## config.mk

```make
export PLATFORM = sky130hd
export DESIGN_NAME = crop_scaler
export DESIGN_NICKNAME = d
export VERILOG_FILES = /design/src/rtl/crop_scaler.sv
export SDC_FILE = /design/constraint.sdc
export NUM_CORES = 1
export LEC_CHECK = 0
export BUFFER_PORTS_ARGS = -buffer_cell sky130_fd_sc_hd__buf_4
export CAP_MARGIN = 5
export CORE_UTILIZATION = 40
export CTS_BUF_LIST = sky130_fd_sc_hd__clkbuf_2 sky130_fd_sc_hd__clkbuf_4 sky130_fd_sc_hd__clkbuf_8
export CTS_CLUSTER_DIAMETER = 50
export CTS_CLUSTER_SIZE = 16
export DETAILED_ROUTE_END_ITERATION = 6
export GPL_ROUTABILITY_DRIVEN = 0
export GPL_TIMING_DRIVEN = 0
export MAX_ROUTING_LAYER = met4
export PLACE_DENSITY_LB_ADDON = 0.25
export REMOVE_ABC_BUFFERS = 1
export SETUP_SLACK_MARGIN = 0.3
export SYNTH_ARGS = -nofsm -noshare
export SYNTH_HDL_FRONTEND = slang
export SYNTH_SLANG_ARGS = --single-unit
export TNS_END_PERCENT = 10
```

## constraint.sdc

```tcl
create_clock -name clk -period 6.5 [get_ports clk]
set_clock_uncertainty 0.1 [all_clocks]
set_input_delay 0.975 -clock clk [delete_from_list [all_inputs] [get_ports clk]]
set_output_delay 0.975 -clock clk [all_outputs]
set_load 0.02 [all_outputs]
```

## src/rtl/crop_scaler.sv

```systemverilog
// crop_scaler: crops a box from a source image, decimates it by 2^scale and streams it to a destination memory
//   clk, rst_n              : clock, asynchronous active-low reset
//   start, x/y_min/max, scale : job request, inclusive crop box, decimation exponent
//   rd_en/rd_addr/rd_data   : source read port, data returns RD_LAT cycles after rd_en
//   wr_en/wr_addr/wr_data   : destination write port, packed output image from address 0
//   busy, done, err         : status; done is a one-cycle pulse
//   out_w, out_h            : output image dimensions of the last accepted job
module crop_scaler #(
  parameter int IMG_W   = 200,
  parameter int IMG_H   = 150,
  parameter int PIX_W   = 8,
  parameter int ADDR_W  = 15,
  parameter int COORD_W = 11,
  parameter int RD_LAT  = 1
) (
  input  logic               clk,
  input  logic               rst_n,
  input  logic               start,
  input  logic [COORD_W-1:0] x_min,
  input  logic [COORD_W-1:0] x_max,
  input  logic [COORD_W-1:0] y_min,
  input  logic [COORD_W-1:0] y_max,
  input  logic [1:0]         scale,
  output logic               rd_en,
  output logic [ADDR_W-1:0]  rd_addr,
  input  logic [PIX_W-1:0]   rd_data,
  output logic               wr_en,
  output logic [ADDR_W-1:0]  wr_addr,
  output logic [PIX_W-1:0]   wr_data,
  output logic               busy,
  output logic               done,
  output logic               err,
  output logic [COORD_W-1:0] out_w,
  output logic [COORD_W-1:0] out_h
);
  typedef logic [COORD_W:0] c_t;
  typedef enum logic [2:0] {IDLE, CHECK, RUN, DRAIN, DONE} st_t;
  localparam logic [ADDR_W-1:0] ROW = ADDR_W'(IMG_W);
  st_t st_q, st_d;
  c_t x_q, y_q, x0_q, y0_q, x1_q, y1_q;
  c_t xc, yc, step, xn, yn;
  logic [1:0] sc_q;
  logic [2:0] cnt_q;
  logic [RD_LAT-1:0] vld_q;
  logic [ADDR_W-1:0] wa_q, addr;
  logic [COORD_W-1:0] ow_q, oh_q;
  logic err_q, bad, x_wrap, last, accept;
  always_comb begin
    xc = x1_q > c_t'(IMG_W-1) ? c_t'(IMG_W-1) : x1_q;
    yc = y1_q > c_t'(IMG_H-1) ? c_t'(IMG_H-1) : y1_q;
    bad = x0_q > xc || y0_q > yc;
    step = c_t'(1) << sc_q;
    xn = x_q + step;
    yn = y_q + step;
    // x1_q/y1_q hold the clamped limits once CHECK has run
    x_wrap = xn > x1_q;
    last = x_wrap && yn > y1_q;
    accept = start && (st_q == IDLE || st_q == DONE);
    addr = ADDR_W'(y_q) * ROW + ADDR_W'(x_q);
    st_d = accept ? CHECK :
           st_q == CHECK ? (bad ? DONE : RUN) :
           st_q == RUN ? (last ? DRAIN : RUN) :
           st_q == DRAIN ? (cnt_q == 3'(RD_LAT-1) ? DONE : DRAIN) : IDLE;
  end
  always_ff @(posedge clk or negedge rst_n) begin
    if (!rst_n) begin
      st_q <= IDLE;
      {x_q, y_q, x0_q, y0_q, x1_q, y1_q} <= '0;
      sc_q <= '0;
      cnt_q <= '0;
      vld_q <= '0;
      wa_q <= '0;
      ow_q <= '0;
      oh_q <= '0;
      err_q <= 1'b0;
    end else begin
      st_q <= st_d;
      // one valid bit per outstanding read; the oldest becomes the write strobe
      vld_q <= (vld_q << 1) | RD_LAT'(rd_en);
      cnt_q <= st_q == DRAIN ? cnt_q + 3'd1 : 3'd0;
      if (wr_en) wa_q <= wa_q + 1'b1;
      if (accept) begin
        x0_q <= c_t'(x_min);
        x1_q <= c_t'(x_max);
        y0_q <= c_t'(y_min);
        y1_q <= c_t'(y_max);
        sc_q <= scale;
        err_q <= 1'b0;
        ow_q <= '0;
        oh_q <= '0;
        wa_q <= '0;
      end
      if (st_q == CHECK) begin
        x1_q <= xc;
        y1_q <= yc;
        x_q <= x0_q;
        y_q <= y0_q;
        err_q <= bad;
        ow_q <= bad ? '0 : COORD_W'((xc - x0_q) >> sc_q) + 1'b1;
        oh_q <= bad ? '0 : COORD_W'((yc - y0_q) >> sc_q) + 1'b1;
      end
      if (st_q == RUN) begin
        x_q <= x_wrap ? x0_q : xn;
        y_q <= x_wrap ? yn : y_q;
      end
    end
  end
  assign rd_en = st_q == RUN;
  assign rd_addr = rd_en ? addr : '0;
  assign wr_en = vld_q[RD_LAT-1];
  assign wr_addr = wa_q;
  assign wr_data = wr_en ? rd_data : '0;
  assign busy = st_q inside {CHECK, RUN, DRAIN};
  assign done = st_q == DONE;
  assign err = err_q;
  assign out_w = ow_q;
  assign out_h = oh_q;
endmodule

```

# --- After elaboration in Yosys (flattened, before gate mapping) ---
# Cells that the tools add are included.
op_classes:
  add_sub_neg: 9
  mul: 1
  magnitude_cmp: 6
  eq_ne: 5
  shift: 3
  mux: 31
  n_reduce_logical: 11
op_table:
  columns: ["cell", "count"]
  rows:
  - ["2-to-1 mux 12 bit", 12]
  - ["2-to-1 mux 11 bit", 5]
  - ["2-to-1 mux 15 bit", 3]
  - ["adder 12 bit", 2]
  - ["> comparator 11 x 12 -> 1 bit", 2]
  - ["> comparator 12 bit", 2]
  - ["> comparator 12 x 8 -> 1 bit, second input constant", 2]
  - ["right shift 12 x 2 -> 11 bit", 2]
  - ["subtractor 12 x 11 -> 12 bit", 2]
  - ["adder 11 x 1 -> 11 bit, second input constant", 2]
  - ["2-to-1 mux 3 bit", 7]
  - ["adder 15 x 1 -> 15 bit, second input constant", 1]
  - ["adder 15 x 12 -> 15 bit", 1]
  - ["multiplier 12 x 5 -> 12 bit, second input constant", 1]
  - ["left shift 1 x 2 -> 12 bit, first input constant", 1]
  - ["2-to-1 mux 8 bit", 1]
  - ["== test 3 x 2 -> 1 bit, second input constant", 2]
  - ["zero test 3 bit", 2]
  - ["nonzero test 2 bit", 3]
  - ["adder 3 x 1 -> 3 bit, second input constant", 1]
  - ["== test 3 x 1 -> 1 bit, second input constant", 1]
  - ["== test 3 bit, second input constant", 1]
  - ["2-to-1 mux 1 bit", 3]
  - ["nonzero test 3 bit", 1]
  - ["4 further kinds", 6]
word_totals:
  regBits: 117
  in_bits: 57
  output_inout_bits: 65
  elab_cells: 80

# --- Depth between registers and ports, before layout ---
depth:
  ltp_word: 8
  depth_mapped: 21
  mapped_depth_nobuf: 19

# --- Worst setup path before layout ---
# OpenSTA, ideal clock, no wires.
synth_timing:
  kind: "register to output"
  from: "register y_q[2]"
  to: "output rd_addr[13]"
  arrival_ps: 3481
  path_slack_ps: 1944
  stages_incl_launch_ff: 15
  path_buffers: 0
  path_cell_list: "dfrtp_1 -> ha_1 -> ha_1 -> inv_1 -> fa_1 -> inv_1 -> ha_1 -> a21o_1 -> a21oi_1 -> xnor2_1 -> ha_1 -> or4_1 -> o2111ai_1 -> xor2_1 -> nor2_1"
synth_between:
  elab_chain_len: 3
synth_lines:
  columns: ["element", "line", "source"]
  rows:
  - ["from (decl)", "40", "c_t x_q, y_q, x0_q, y0_q, x1_q, y1_q;"]
  - ["from (signal assigned)", "97", "y_q <= y0_q;"]
  - ["from (signal assigned)", "104", "y_q <= x_wrap ? yn : y_q;"]
  - ["multiplier 12 x 5 -> 12 bit", "59", "addr = ADDR_W'(y_q) * ROW + ADDR_W'(x_q);"]
  - ["adder 15 x 12 -> 15 bit", "59", null]
  - ["2-to-1 mux 15 bit", "109", "assign rd_addr = rd_en ? addr : '0;"]
  - ["to (decl)", "25", "output logic [ADDR_W-1:0] rd_addr,"]
# No other way between the ends.

# --- Final worst setup path ---
layout_timing:
  from: "register sc_q[0]"
  to: "register y_q[7]"
layout_between:
  elab_chain_len: 5
  word_cells_on_any_way: 8
  classes_between: "add/sub: 2; order compare: 1; eq/ne: 1; shift: 1; mux: 2; reduce/logical: 1"
layout_lines:
  columns: ["element", "line", "source"]
  rows:
  - ["from (decl)", "42", "logic [1:0] sc_q;"]
  - ["from (signal assigned)", "87", "sc_q <= scale;"]
  - ["left shift 1 x 2 -> 12 bit *", "52", "step = c_t'(1) << sc_q;"]
  - ["adder 12 bit", "53", "xn = x_q + step;"]
  - ["> comparator 12 bit", "56", "x_wrap = xn > x1_q;"]
  - ["inequality test 2 x 1 -> 1 bit (no line)", null, null]
  - ["AND reduction 2 bit (no line)", null, null]
# Mark *: on every way between the ends. The rest lies on a longest branch, timed or not. The select of a mux whose other input is x is not followed.
# A chain may end at the register's enable or synchronous reset.

==> results.txt <==
Largest area contributor in the synthesized netlist = dfrtp_1
RSZ-0062 raised after global routing = no
TritonCTS Buffers = 17
FF/Latch Area = 2930 µm²
Max clock buf depth = 2
Met1 Wirelength = 11,800 µm
Initial antenna violation count = 0
Final worst path period share = 0.861
Least-Margin Pin Slew = 1.11 ns
Die Width = 156 µm
Layout cells sized above 1 = 0.161
Avg Inst Size Synth = 8.53 µm²
Gr ovfl total = 0
DP HPWL = 18,400 µm
Synth top area share = 0.309
Critical Path End Type = flip-flop
Multi-input logic area = 6090 µm²
Status = completed
Die ar. = 24,300 µm²
Post-synthesis cell area = 9490 µm²
Post-Layout Cell Count = 1,544
Asr flop ratio synth = 1.00
Worst rel slew slack = 0.258
Post-synth cell types = 79
Top area cells in the synthesized netlist = dfrtp_1, ha_1, nand2_1
Min Clock Period, post-route = 5.60 ns
Met3 Wirelength = 901 µm
Area Overhead vs Synth = 17.8%
MaxCap Viol Count = 0
Setup TNS = 0 ns
Max Freq = 179 MHz
Number of diodes = 0
Dpl cells = 1,512
Synth Register Bits = 117
Vias = 8,238
Pin count of the biggest net entering global routing = 95
PortBufs = 121
Initial Util = 0.413
Worst skew pair latency = 0.46 ns
Final instance area = 11,200 µm²
Setup CP Type = reg -> reg
Metal2 WL = 11,700 µm
CTS tree = done
Nets = 1,379
Area after DPL = 10,700 µm²
Core area = 23,000 µm²
Initial DRC Count = 536
YS warnings = 0
Final setup fails = 0
Worst path arrival time = 5.84 ns
Worst-path maximum fanout = 40
Final Hold Viols = 0
Startpoint Class = flip-flop
Drt total wl = 24,800 µm
Clock net sink count = 117
Hold Path Class = in -> async
Ys flop type = dfrtp_1
Tot GR Track Use = 0.220
Cells after Synth = 1,112
Max Used Layer = met4
CTS clk-pin slew, worst paths = 0.09 ns
# fillers = 2,245
Vias in the first global route = 8,085
Post-synthesis sequential area ratio = 0.309
TritonRoute pass-1 iters = 6
Antenna-violating nets left = 0
# hold bufs at CTS = 0
H-tree Lvls = 4
Die H = 156 µm
Root buffer selected by CTS = clkbuf_8
Post-synth EDFFs = 0
Wire per inst = 16.0 µm
Io pins = 122
DR vias/cell = 5.34
Worst path required time = 6.74 ns
Rows = 55
Setup repair bufs after CTS = 0
# DRC = 0
Slew Limit Fails = 0
Global-route wire length before repair = 41,200 µm
==> registers in the layout (all words and copies together) (netlist names), 12 cells and up <==
signal	count
wr_addr	15
x1_q	12
x_q	12
y1_q	12
y_q	12
==> synthesized netlist by cell type, types with 19 or more instances <==
cell      number
a21o_1        20
a21oi_1       62
clkbuf_1      35
dfrtp_1      117
ha_1          93
inv_1         90
mux2i_1       19
nand2_1      122
nand3_1       27
nor2_1        73
o21ai_0       81
or3_1         19
xnor2_1       51
xor2_1        25
==> worst max-delay path: stages, from the launching register on <==
cell     delay (ns)
dfrtp_2        0.82
inv_1          0.49
nor2_2         0.57
ha_1           0.34
a21o_1         0.17
a21oi_1        0.21
nor2b_1        0.09
o21a_1         0.19
and3_1         0.22
nand3_1        0.12
xnor2_1        0.10
ha_1           0.32
nand4_1        0.15
or2_2          0.34
a31oi_2        0.58
o21ai_2        0.18
buf_8          0.23
o21ai_0        0.16
o21ai_0        0.10
==> worst paths after layout <==
kind | start | to | slack (ns) | cells after the start
max | sc_q[0]$_DFFE_PN0P_ | y_q[7]$_DFFE_PN0P_ | 0.90 | 18
min | rst_n | wr_addr[5]$_DFFE_PN0P_ | 0.26 | 1
max reg2reg | sc_q[0]$_DFFE_PN0P_ | y_q[7]$_DFFE_PN0P_ | 0.90 | 18
min reg2reg | cnt_q[0]$_DFF_PN0_ | cnt_q[0]$_DFF_PN0_ | 0.37 | 1
max in group asynchronous | rst_n | y_q[5]$_DFFE_PN0P_ | 5.28 | 2
min in group clk | cnt_q[0]$_DFF_PN0_ | cnt_q[0]$_DFF_PN0_ | 0.37 | 1
==> area by class of cell <==
cell class                 count  share of cell area
tap                          313              0.0350
clock inverter                15              0.0166
multi-input combinational    865               0.545
inverter                      91              0.0306
sequential                   117               0.262
clock buffer                  17              0.0209
timing repair buffer         126              0.0903
==> timing repair <==
| item | in CTS | in global routing |
|---|---|---|
| setup endpoints to repair | 25 | 13 |
| resized for setup | 2 | 2 |
| hold endpoints to repair | 0 | 0 |
==> layout by cell type, fill, tap and decap left out, drive strengths merged, types with 25 or more instances in the layout <==
cell type    n
a21oi       63
buf        126
dfrtp      117
ha          93
inv        101
nand2      122
nand3       27
nor2        73
o21ai       82
xnor2       51
xor2        25
==> cell families after synthesis <==
kind of cell	share of synthesized area
AND/OR/NAND/NOR	0.184
AO/OA/AOI/OAI	0.208
buffers and inverters	0.0544
flip-flops	0.309
adder cells (fa/ha/maj)	0.146
XOR/XNOR	0.0701
multiplexers	0.0283
other	0.000395
==> metal layers <==
| metal | global-route usage | up-vias |
|---|---|---|
| li1 | - | 4158 |
| met1 | 0.286 | 3902 |
| met2 | 0.360 | 160 |
| met3 | 0.0300 | 18 |
| met4 | 0.0537 | 0 |
| met5 | - | - |
==> per-stage QoR <==
| step | hold slack (ns) | setup slack (ns) | utilization |
|---|---|---|---|
| CTS | 0.251 | 0.531 | 0.486 |
| global route | 0.259 | 0.498 | 0.486 |
| global placement | 0.349 | -1.77 | 0.463 |
| floorplan | 0.329 | 0.465 | - |
| detailed placement | 0.347 | -0.242 | 0.468 |
| finish | 0.256 | 0.901 | 0.486 |
Power is left out: the tool's default activity adds up to more than one toggle a clock period on the data nets, which glitch-free logic cannot reach.
